[src/rtl/demux_1ton_hs_if.sv]
// Handshake bundle for demux_1ton_hs.
//   s_valid/s_ready/s_data/s_sel : single producer side
//   m_valid/m_ready/m_data       : N_OUT consumer channels, channel k at [k*DATA_W +: DATA_W]
//   err_drop/drop_cnt            : out-of-range select reporting
// Modports: slave = demux side, master = producer/consumer (environment) side.
interface demux_1ton_hs_if #(
    parameter int unsigned DATA_W = 64,
    parameter int unsigned N_OUT  = 2,
    parameter int unsigned SEL_W  = 1,
    parameter int unsigned CNT_W  = 8
);
    logic                    s_valid;
    logic                    s_ready;
    logic [DATA_W-1:0]       s_data;
    logic [SEL_W-1:0]        s_sel;
    logic [N_OUT-1:0]        m_valid;
    logic [N_OUT-1:0]        m_ready;
    logic [N_OUT*DATA_W-1:0] m_data;
    logic                    err_drop;
    logic [CNT_W-1:0]        drop_cnt;

    modport slave (
        input  s_valid, s_data, s_sel, m_ready,
        output s_ready, m_valid, m_data, err_drop, drop_cnt
    );

    modport master (
        output s_valid, s_data, s_sel, m_ready,
        input  s_ready, m_valid, m_data, err_drop, drop_cnt
    );
endinterface

[src/rtl/demux_1ton_hs.sv]
// Registered 1-to-N demultiplexer with valid/ready handshake on every port.
// A 2-entry in-order buffer (head + skid) gives full throughput with a registered s_ready.
// Each transfer carries its own select; selects >= N_OUT are accepted, discarded and counted.
// Ports:
//   clk  : clock, rising edge
//   rst  : synchronous reset, active-high
//   bus  : demux_1ton_hs_if.slave (producer handshake, N_OUT channel outputs, drop reporting)
module demux_1ton_hs #(
    parameter int unsigned DATA_W = 64,
    parameter int unsigned N_OUT  = 2,
    parameter int unsigned SEL_W  = 1,
    parameter int unsigned CNT_W  = 8
) (
    input logic            clk,
    input logic            rst,
    demux_1ton_hs_if.slave bus
);
    localparam logic [1:0] StEmpty = 2'd0;
    localparam logic [1:0] StOne   = 2'd1;
    localparam logic [1:0] StTwo   = 2'd2;

    logic [1:0]              state_q, state_d;
    logic [DATA_W-1:0]       data0_q, data0_d, data1_q, data1_d;  // entry 0 is always the head
    logic [SEL_W-1:0]        sel0_q, sel0_d, sel1_q, sel1_d;
    logic                    s_ready_q;
    logic                    err_drop_q;
    logic [CNT_W-1:0]        drop_cnt_q;

    logic                    accept;
    logic                    in_range;
    logic                    push;
    logic                    emit;
    logic [N_OUT-1:0]        m_valid;
    logic [N_OUT*DATA_W-1:0] m_data;

    // Loop compare avoids width issues when N_OUT is not a power of two.
    always_comb begin
        in_range = 1'b0;
        for (int k = 0; k < int'(N_OUT); k++) begin
            if (bus.s_sel == SEL_W'(k)) in_range = 1'b1;
        end
    end

    assign accept = bus.s_valid & s_ready_q;
    assign push   = accept & in_range;

    // Head drives only its own channel; every other channel is zero-gated.
    always_comb begin
        m_valid = '0;
        m_data  = '0;
        emit    = 1'b0;
        for (int k = 0; k < int'(N_OUT); k++) begin
            if (state_q != StEmpty && sel0_q == SEL_W'(k)) begin
                m_valid[k]                  = 1'b1;
                m_data[k*DATA_W +: DATA_W]  = data0_q;
                emit                        = bus.m_ready[k];
            end
        end
    end

    always_comb begin
        state_d = state_q;
        data0_d = data0_q;
        sel0_d  = sel0_q;
        data1_d = data1_q;
        sel1_d  = sel1_q;
        case (state_q)
            StEmpty: begin
                if (push) begin
                    data0_d = bus.s_data;
                    sel0_d  = bus.s_sel;
                    state_d = StOne;
                end
            end
            StOne: begin
                if (push && emit) begin
                    data0_d = bus.s_data;
                    sel0_d  = bus.s_sel;
                end else if (push) begin
                    data1_d = bus.s_data;
                    sel1_d  = bus.s_sel;
                    state_d = StTwo;
                end else if (emit) begin
                    state_d = StEmpty;
                end
            end
            StTwo: begin
                // s_ready is low here, so only an emit can happen.
                if (emit) begin
                    data0_d = data1_q;
                    sel0_d  = sel1_q;
                    state_d = StOne;
                end
            end
            default: state_d = StEmpty;
        endcase
    end

    always_ff @(posedge clk) begin
        if (rst) begin
            state_q    <= StEmpty;
            data0_q    <= '0;
            sel0_q     <= '0;
            data1_q    <= '0;
            sel1_q     <= '0;
            s_ready_q  <= 1'b1;
            err_drop_q <= 1'b0;
            drop_cnt_q <= '0;
        end else begin
            state_q    <= state_d;
            data0_q    <= data0_d;
            sel0_q     <= sel0_d;
            data1_q    <= data1_d;
            sel1_q     <= sel1_d;
            s_ready_q  <= (state_d != StTwo);
            err_drop_q <= accept & ~in_range;
            if (accept && !in_range && drop_cnt_q != {CNT_W{1'b1}}) begin
                drop_cnt_q <= drop_cnt_q + 1'b1;
            end
        end
    end

    assign bus.s_ready  = s_ready_q;
    assign bus.m_valid  = m_valid;
    assign bus.m_data   = m_data;
    assign bus.err_drop = err_drop_q;
    assign bus.drop_cnt = drop_cnt_q;
endmodule

[src/flat_wrapper.sv]
// flat-port wrapper written by rule: the top's interface ports become plain ports
module demux_1ton_hs_flat 
#(
    parameter int unsigned DATA_W = 64,
    parameter int unsigned N_OUT  = 2,
    parameter int unsigned SEL_W  = 1,
    parameter int unsigned CNT_W  = 8
)
  (clk, rst, bus_s_valid, bus_s_data, bus_s_sel, bus_m_ready, bus_s_ready, bus_m_valid, bus_m_data, bus_err_drop, bus_drop_cnt);
  demux_1ton_hs_if #(.DATA_W(DATA_W), .N_OUT(N_OUT), .SEL_W(SEL_W), .CNT_W(CNT_W)) bus_i ();
  input logic clk;
  input logic rst;
  input wire logic [$bits(bus_i.s_valid)-1:0] bus_s_valid;
  input wire logic [$bits(bus_i.s_data)-1:0] bus_s_data;
  input wire logic [$bits(bus_i.s_sel)-1:0] bus_s_sel;
  input wire logic [$bits(bus_i.m_ready)-1:0] bus_m_ready;
  output wire logic [$bits(bus_i.s_ready)-1:0] bus_s_ready;
  output wire logic [$bits(bus_i.m_valid)-1:0] bus_m_valid;
  output wire logic [$bits(bus_i.m_data)-1:0] bus_m_data;
  output wire logic [$bits(bus_i.err_drop)-1:0] bus_err_drop;
  output wire logic [$bits(bus_i.drop_cnt)-1:0] bus_drop_cnt;
  assign bus_i.s_valid = bus_s_valid;
  assign bus_i.s_data = bus_s_data;
  assign bus_i.s_sel = bus_s_sel;
  assign bus_i.m_ready = bus_m_ready;
  assign bus_s_ready = bus_i.s_ready;
  assign bus_m_valid = bus_i.m_valid;
  assign bus_m_data = bus_i.m_data;
  assign bus_err_drop = bus_i.err_drop;
  assign bus_drop_cnt = bus_i.drop_cnt;
  demux_1ton_hs #(.DATA_W(DATA_W), .N_OUT(N_OUT), .SEL_W(SEL_W), .CNT_W(CNT_W)) u_core (.clk(clk), .rst(rst), .bus(bus_i));
endmodule
[config.mk]
export PLATFORM = sky130hd
export DESIGN_NAME = demux_1ton_hs_flat
export DESIGN_NICKNAME = d
export VERILOG_FILES = /design/src/rtl/demux_1ton_hs_if.sv /design/src/rtl/demux_1ton_hs.sv /design/src/flat_wrapper.sv
export SDC_FILE = /design/constraint.sdc
export NUM_CORES = 1
export LEC_CHECK = 0
export BUFFER_PORTS_ARGS = -buffer_cell sky130_fd_sc_hd__buf_2
export CORE_ASPECT_RATIO = 0.7
export CORE_MARGIN = 2
export CORE_UTILIZATION = 55
export CTS_CLUSTER_SIZE = 40
export DETAILED_ROUTE_END_ITERATION = 12
export GPL_TIMING_DRIVEN = 1
export MAX_ROUTING_LAYER = met4
export PLACE_DENSITY = 0.95
export RECOVER_POWER = 50
export SYNTH_ARGS = -nofsm -noshare
export SYNTH_HDL_FRONTEND = slang
export SYNTH_SLANG_ARGS = --single-unit
[constraint.sdc]
create_clock -name clk -period 5.16 [get_ports clk]
set_clock_uncertainty 0.15 [all_clocks]
set_input_delay 0.774 -clock clk [delete_from_list [all_inputs] [get_ports clk]]
set_output_delay 0.774 -clock clk [all_outputs]
set_load 0.03 [all_outputs]
==> results.toml, run 1 <==
[placed_design]
port_buffers = 200
gp_congestion = 0.851
dp.cells = 1043
hpwl_mm = 10.3

[timing]
fin_crit_sh_pct = 73.0
finalCriticalPeriod_ns = 3.77
hold_violations = 0
setup_viol = 0
tns_ns = 0
rsz0062_at_grt = "false"
fin_hold_ws_ns = 0.301
fmax_mhz = 265
slew_headroom_pct = -119
slew_viol_final = 69
worst_pin_slew_ns = 3.29

[power_and_ir_drop]
total_power_mw = 2.95
ir_drop_v = 0.000235
power-per-cell-area_nw_per_um2 = 377
p_leak_nw = 4.00

[final_layout]
diodes = 0
fillers = 887
final_cells = 1075
num-nets-final = 979
drive_gt1_share_pct = 26.8
area_growth_pct = 24.4

[run_status]
violations = "capacitance limit, slew limit"
status = "finished with violations"

[die]
rows = 32
fp.dieW_um = 132
dieArea_um2 = 12300
dieHeight_um = 93.6
initial_core_util_pct = 56.8
coreArea_um2 = 11100
ioPinCount = 210

[setup_path]
r2r-start = "u_core.state_q[0]"
crit_type = "flop to flop"
critPathArrivalTime_ns = 3.89
cp.required_ns = 5.28
r2r.worst_path.cells = 6
reg2reg_setup_slack_ns = 1.39
cp-start-kind = "flop"
cp_max_fo = 66
r2r_end = "u_core.data0_q[33]"
endpoint_kind = "flop"

[yosys]
async_flop_share_pct = 0
synth_edf_count = 0
ys_top_cells_by_area = "dfxtp_1, and2_1, a21oi_1, mux2i_1, nand2_1"
yosys.area.top_type_share_pct = 42.2
synthFlopType = "dfxtp_1"
synth_top_cells_by_count = "dfxtp_1, nand2_1, a21oi_1"
yosysWarningCount = 0
seq_area_frac_synth_pct = 42.2
synth_cell_types = 26
yosysTopAreaCell = "dfxtp_1"
avgSynthCellArea_um2 = 8.34
synth.most_common_cell = "dfxtp_1"
syn_area_um2 = 6300
synthCells = 756
ys_ff_latch = 133

[routing]
viasPerCell = 5.50
drc = 0
finalWirelength_mm = 16.8
drtAntennaViolNets = 0
num_vias = 5915
wl_per_cell_um = 15.7
drt_iter0_markers = 492
firstDrtPassIters = 5

[clock_tree]
worstSkewPairLatency_ns = 0.40
cts_root_buf = "clkbuf_16"
hold_buffers = 0
clk_pin_slew_ns = 0.06
cts_tree = "built"
cts.sinks = 133
clk_path_buf_depth = 2
numCtsBuffers = 17
cts.repair.resized = 0
post_cts_buffers = 0
cts_max_level = 4

[job]
cap_violations = 1

[min_path]
hold_class = "flop to flop"
min_from = "u_core.data1_q[27]"
hold_path_end = "u_core.data1_q[27]"
min_path_cells = 2

[global_routing]
grt_start_max_net_pins = 69
grt_pass1_vias = 5423
antenna_found_initial = 0
grt_overflow_total = 0
grt_pass1_wl_mm = 26.8
grt_use_total_pct = 27.7
## state kept, by name (all words and copies together) (netlist names)
name                count
u_core.sel1_q           1
u_core.state_q          2
u_core.sel0_q           1
u_core.data0_q         64
u_core.bus.s_ready      1
u_core.data1_q         64
## stage by stage
step                utilization, %  area, µm²  worst slack (ns)
floorplan                        -       6330              2.85
global placement              64.9       7200              1.84
detailed placement            64.9       7200              1.77
CTS                           70.7       7850              1.74
global route                  70.7       7840              1.25
finish                        70.7       7840              1.39
## worst max-delay path, cell delays in order, from the launching register on
cell and delay [ns]:
dfxtp_1 0.41, nand2b_4 0.39, nor2_4 0.15, clkbuf_2 1.09, or2_2 0.90, buf_4 0.40
a21oi_1 0.12
## cell usage in the layout (no fill, tap or decap), drive strengths merged
cell      Yosys  layout
buf          47     203
nor2b         1       1
clkbuf       34      24
and3          1       1
o31ai        65      65
and3b         1       1
a21boi        1       1
clkinvlp      0       2
nor3          1       1
inv           2       2
o21ai         1       1
a21o          1       1
nand2b        1       1
bufinv        0       4
a21oi       131     131
conb          1       9
and2        128     128
clkinv        0       6
or2           1       1
nand2       132     132
dfxtp       133     133
mux2i        66      66
nor2          4       4
a211oi        1       1
mux2          1       1
nand3         2       2
## layout make-up
type                            instances  area (µm²)  share of cell area (%)
Multi-Input combinational cell        548        3290                    42.0
Sequential cell                       133        2660                    34.0
Timing Repair Buffer                  207        1040                    13.3
Clock buffer                           20         467                    5.95
Tap cell                              153         191                    2.44
Clock inverter                         12         176                    2.25
Inverter                                2        7.51                  0.0958
## cell families (layout without fill, tap and decap cells)
logic type             count (synthesis)  count (layout)  share of synthesized area [%]
AOI/OAI and AO/OA                    200             200                           18.6
buffers and inverters                 83             241                           6.81
DFF                                  133             133                           42.2
muxes                                 67              67                           10.7
other                                  1               9                         0.0595
and+or+nand+nor                      272             272                           21.6
## routing by layer
metal	vias to the layer above	part of all wire (%)	GRT usage, %
met5	-	0	-
met4	0	0.81	7.16
met3	14	8.4	6.18
met2	306	48	46.2
met1	2737	43	34.3
li1	2858	-	-
## power by group
group	internal, mW	switching [mW]	total (mW)
clock network	0.847	0.448	1.30
registers	1.11	0.0652	1.18
logic	0.157	0.324	0.481
## how the worst max path moves through the flow
| stage | depth (start not counted) | to | from | slack [ns] |
|---|---|---|---|---|
| final | 6 | u_core.data0_q[33] | u_core.state_q[0] | 1.39 |
| after global routing | 6 | u_core.data0_q[39] | u_core.state_q[0] | 1.25 |
| after CTS | 4 | bus_m_data[88] | u_core.state_q[0] | 1.74 |
| after detailed placement | 7 | u_core.data0_q[46] | bus_m_ready[0] | 1.77 |
| after global placement | 7 | u_core.data0_q[55] | bus_m_ready[0] | 1.84 |
| after floorplan | 4 | bus_m_data[118] | u_core.state_q[0] | 2.85 |
(Power assumes the default switching activity.)
==> run 2, diff against run 1 <==
CORE_UTILIZATION = 46   (was 55)
PLACE_DENSITY = 0.86   (was 0.95)
clock period = 3.4 ns   (was 5.16 ns; I/O delays follow)
==> results.toml, run 2 (synthesized netlist as in run 1, its figures left out) <==
[routing]
drtAntennaViolNets = 0
drc = 0
num_vias = 5841
firstDrtPassIters = 4
finalWirelength_mm = 17.3
drt_iter0_markers = 307
wl_per_cell_um = 15.5
viasPerCell = 5.26

[placed_design]
dp.cells = 1079
dp_slack_ns = 0.785
port_buffers = 200
hpwl_mm = 10.6
gp_congestion = 0.817
dpl-instance-area_um2 = 7290

[timing]
slew_viol_final = 0
fmax_mhz = 338
fin_hold_ws_ns = 0.203
hold_violations = 0
finalWorstSetupSlack_ns = 0.443
worst_pin_slew_ns = 1.46
finalCriticalPeriod_ns = 2.96
setup_viol = 0
slew_headroom_pct = 2.85
fin_crit_sh_pct = 87.0
rsz0062_at_grt = "false"
tns_ns = 0

[setup_path]
path_buf_inv = 1
critPathArrivalTime_ns = 3.06
cp-start-kind = "flop"
crit_type = "flop to flop"
critPathMaxStageDelay_ns = 1.16
crit_path_top_delay_cell = "clkbuf_2"
crit_chain = "nand2b_4 -> clkbuf_2 -> mux2i_1 -> a21oi_1"
cp.required_ns = 3.50
path_delay_family = "buffers and inverters"
cp_max_fo = 42
endpoint_kind = "flop"

[global_routing]
antenna_found_initial = 1
grt_use_total_pct = 23.6
grt_pass1_wl_mm = 26.4
grt_start_max_net_pins = 69
grt_overflow_total = 0
grt_pass1_vias = 5235

[clock_tree]
numCtsBuffers = 17
cts_max_level = 4
clk_pin_slew_ns = 0.06
hold_buffers = 0
worstSkewPairLatency_ns = 0.40
cts.repair.resized = 0
post_cts_buffers = 0
cts_tree = "built"
cts_root_buf = "clkbuf_16"
clk_path_buf_depth = 2
cts.sinks = 133

[die]
dieArea_um2 = 14700
ioPinCount = 210
initial_core_util_pct = 47.5
coreArea_um2 = 13300
rows = 35
dieHeight_um = 102
fp.dieW_um = 144

[power_and_ir_drop]
p_leak_nw = 3.92
power-per-cell-area_nw_per_um2 = 554
ir_drop_v = 0.000326
total_power_mw = 4.35

[run_status]
status = "complete, no violations"

[final_layout]
area_growth_pct = 24.5
utilization_pct = 59.1
fillers = 1184
final_cells = 1111
drive_gt1_share_pct = 24.5
num-nets-final = 983
multiInputGateArea_um2 = 3280
layout.cells.most_common_list = "buf_2, dfxtp_1, nand2_1"
finalInstanceArea_um2 = 7850
layout_commonest_cell = "buf_2"
ff_latch_area_um2 = 2660
reg.largest.list = "u_core.data0_q (64), u_core.data1_q (64), u_core.state_q (2)"

[job]
cap_violations = 0

[min_path]
hold_class = "primary input to flop"
==> run 2: cell count changes in the layout (fill, tap and decap cells not counted), sizes merged <==
cell,delta
clkinv,-3
buf,-14
clkbuf,+20
clkinvlp,+1
diode,+1
bufinv,-1
==> run 2: worst paths after layout <==
path	from	end	slack (ns)	cells past startpoint
worst min register to register	u_core.data1_q[27]	u_core.data1_q[27]	0.30	2
worst max register to register	u_core.state_q[0]	u_core.data0_q[49]	0.44	4
worst min-delay path	bus_s_data[9]	u_core.data1_q[9]	0.20	3
worst max-delay path	u_core.state_q[0]	u_core.data0_q[49]	0.44	4
==> run 2: tightest hold or removal path, cell delays in order <==
cell and delay [ns]:
buf_2 0.10, nand2_1 0.05, a21oi_1 0.05
==> run 2: final cells by class <==
cell class / instances / share of cell area (%)
clock inverters: 9 / 1.63
repair buffers: 211 / 13.6
flip-flops and latches: 133 / 33.9
multi-input cells: 548 / 41.8
diodes: 1 / 0.0319
inverters: 2 / 0.0957
clock buffers: 22 / 5.92
well taps: 185 / 2.95
==> run 2: layer usage <==
| layer | global-route usage (%) | wire length [µm] | part of all wire [%] |
|---|---|---|---|
| met5 | - | 0 | 0 |
| met4 | 7.16 | 204 | 1.2 |
| met3 | 5.39 | 1290 | 7.5 |
| met2 | 36.7 | 7850 | 45 |
| met1 | 30.9 | 7920 | 46 |
==> run 2: where the power goes <==
group / switching, mW / internal [mW]
clock network: 0.649 / 1.18
logic: 0.499 / 0.242
registers: 0.0917 / 1.69
total: 1.24 / 3.11
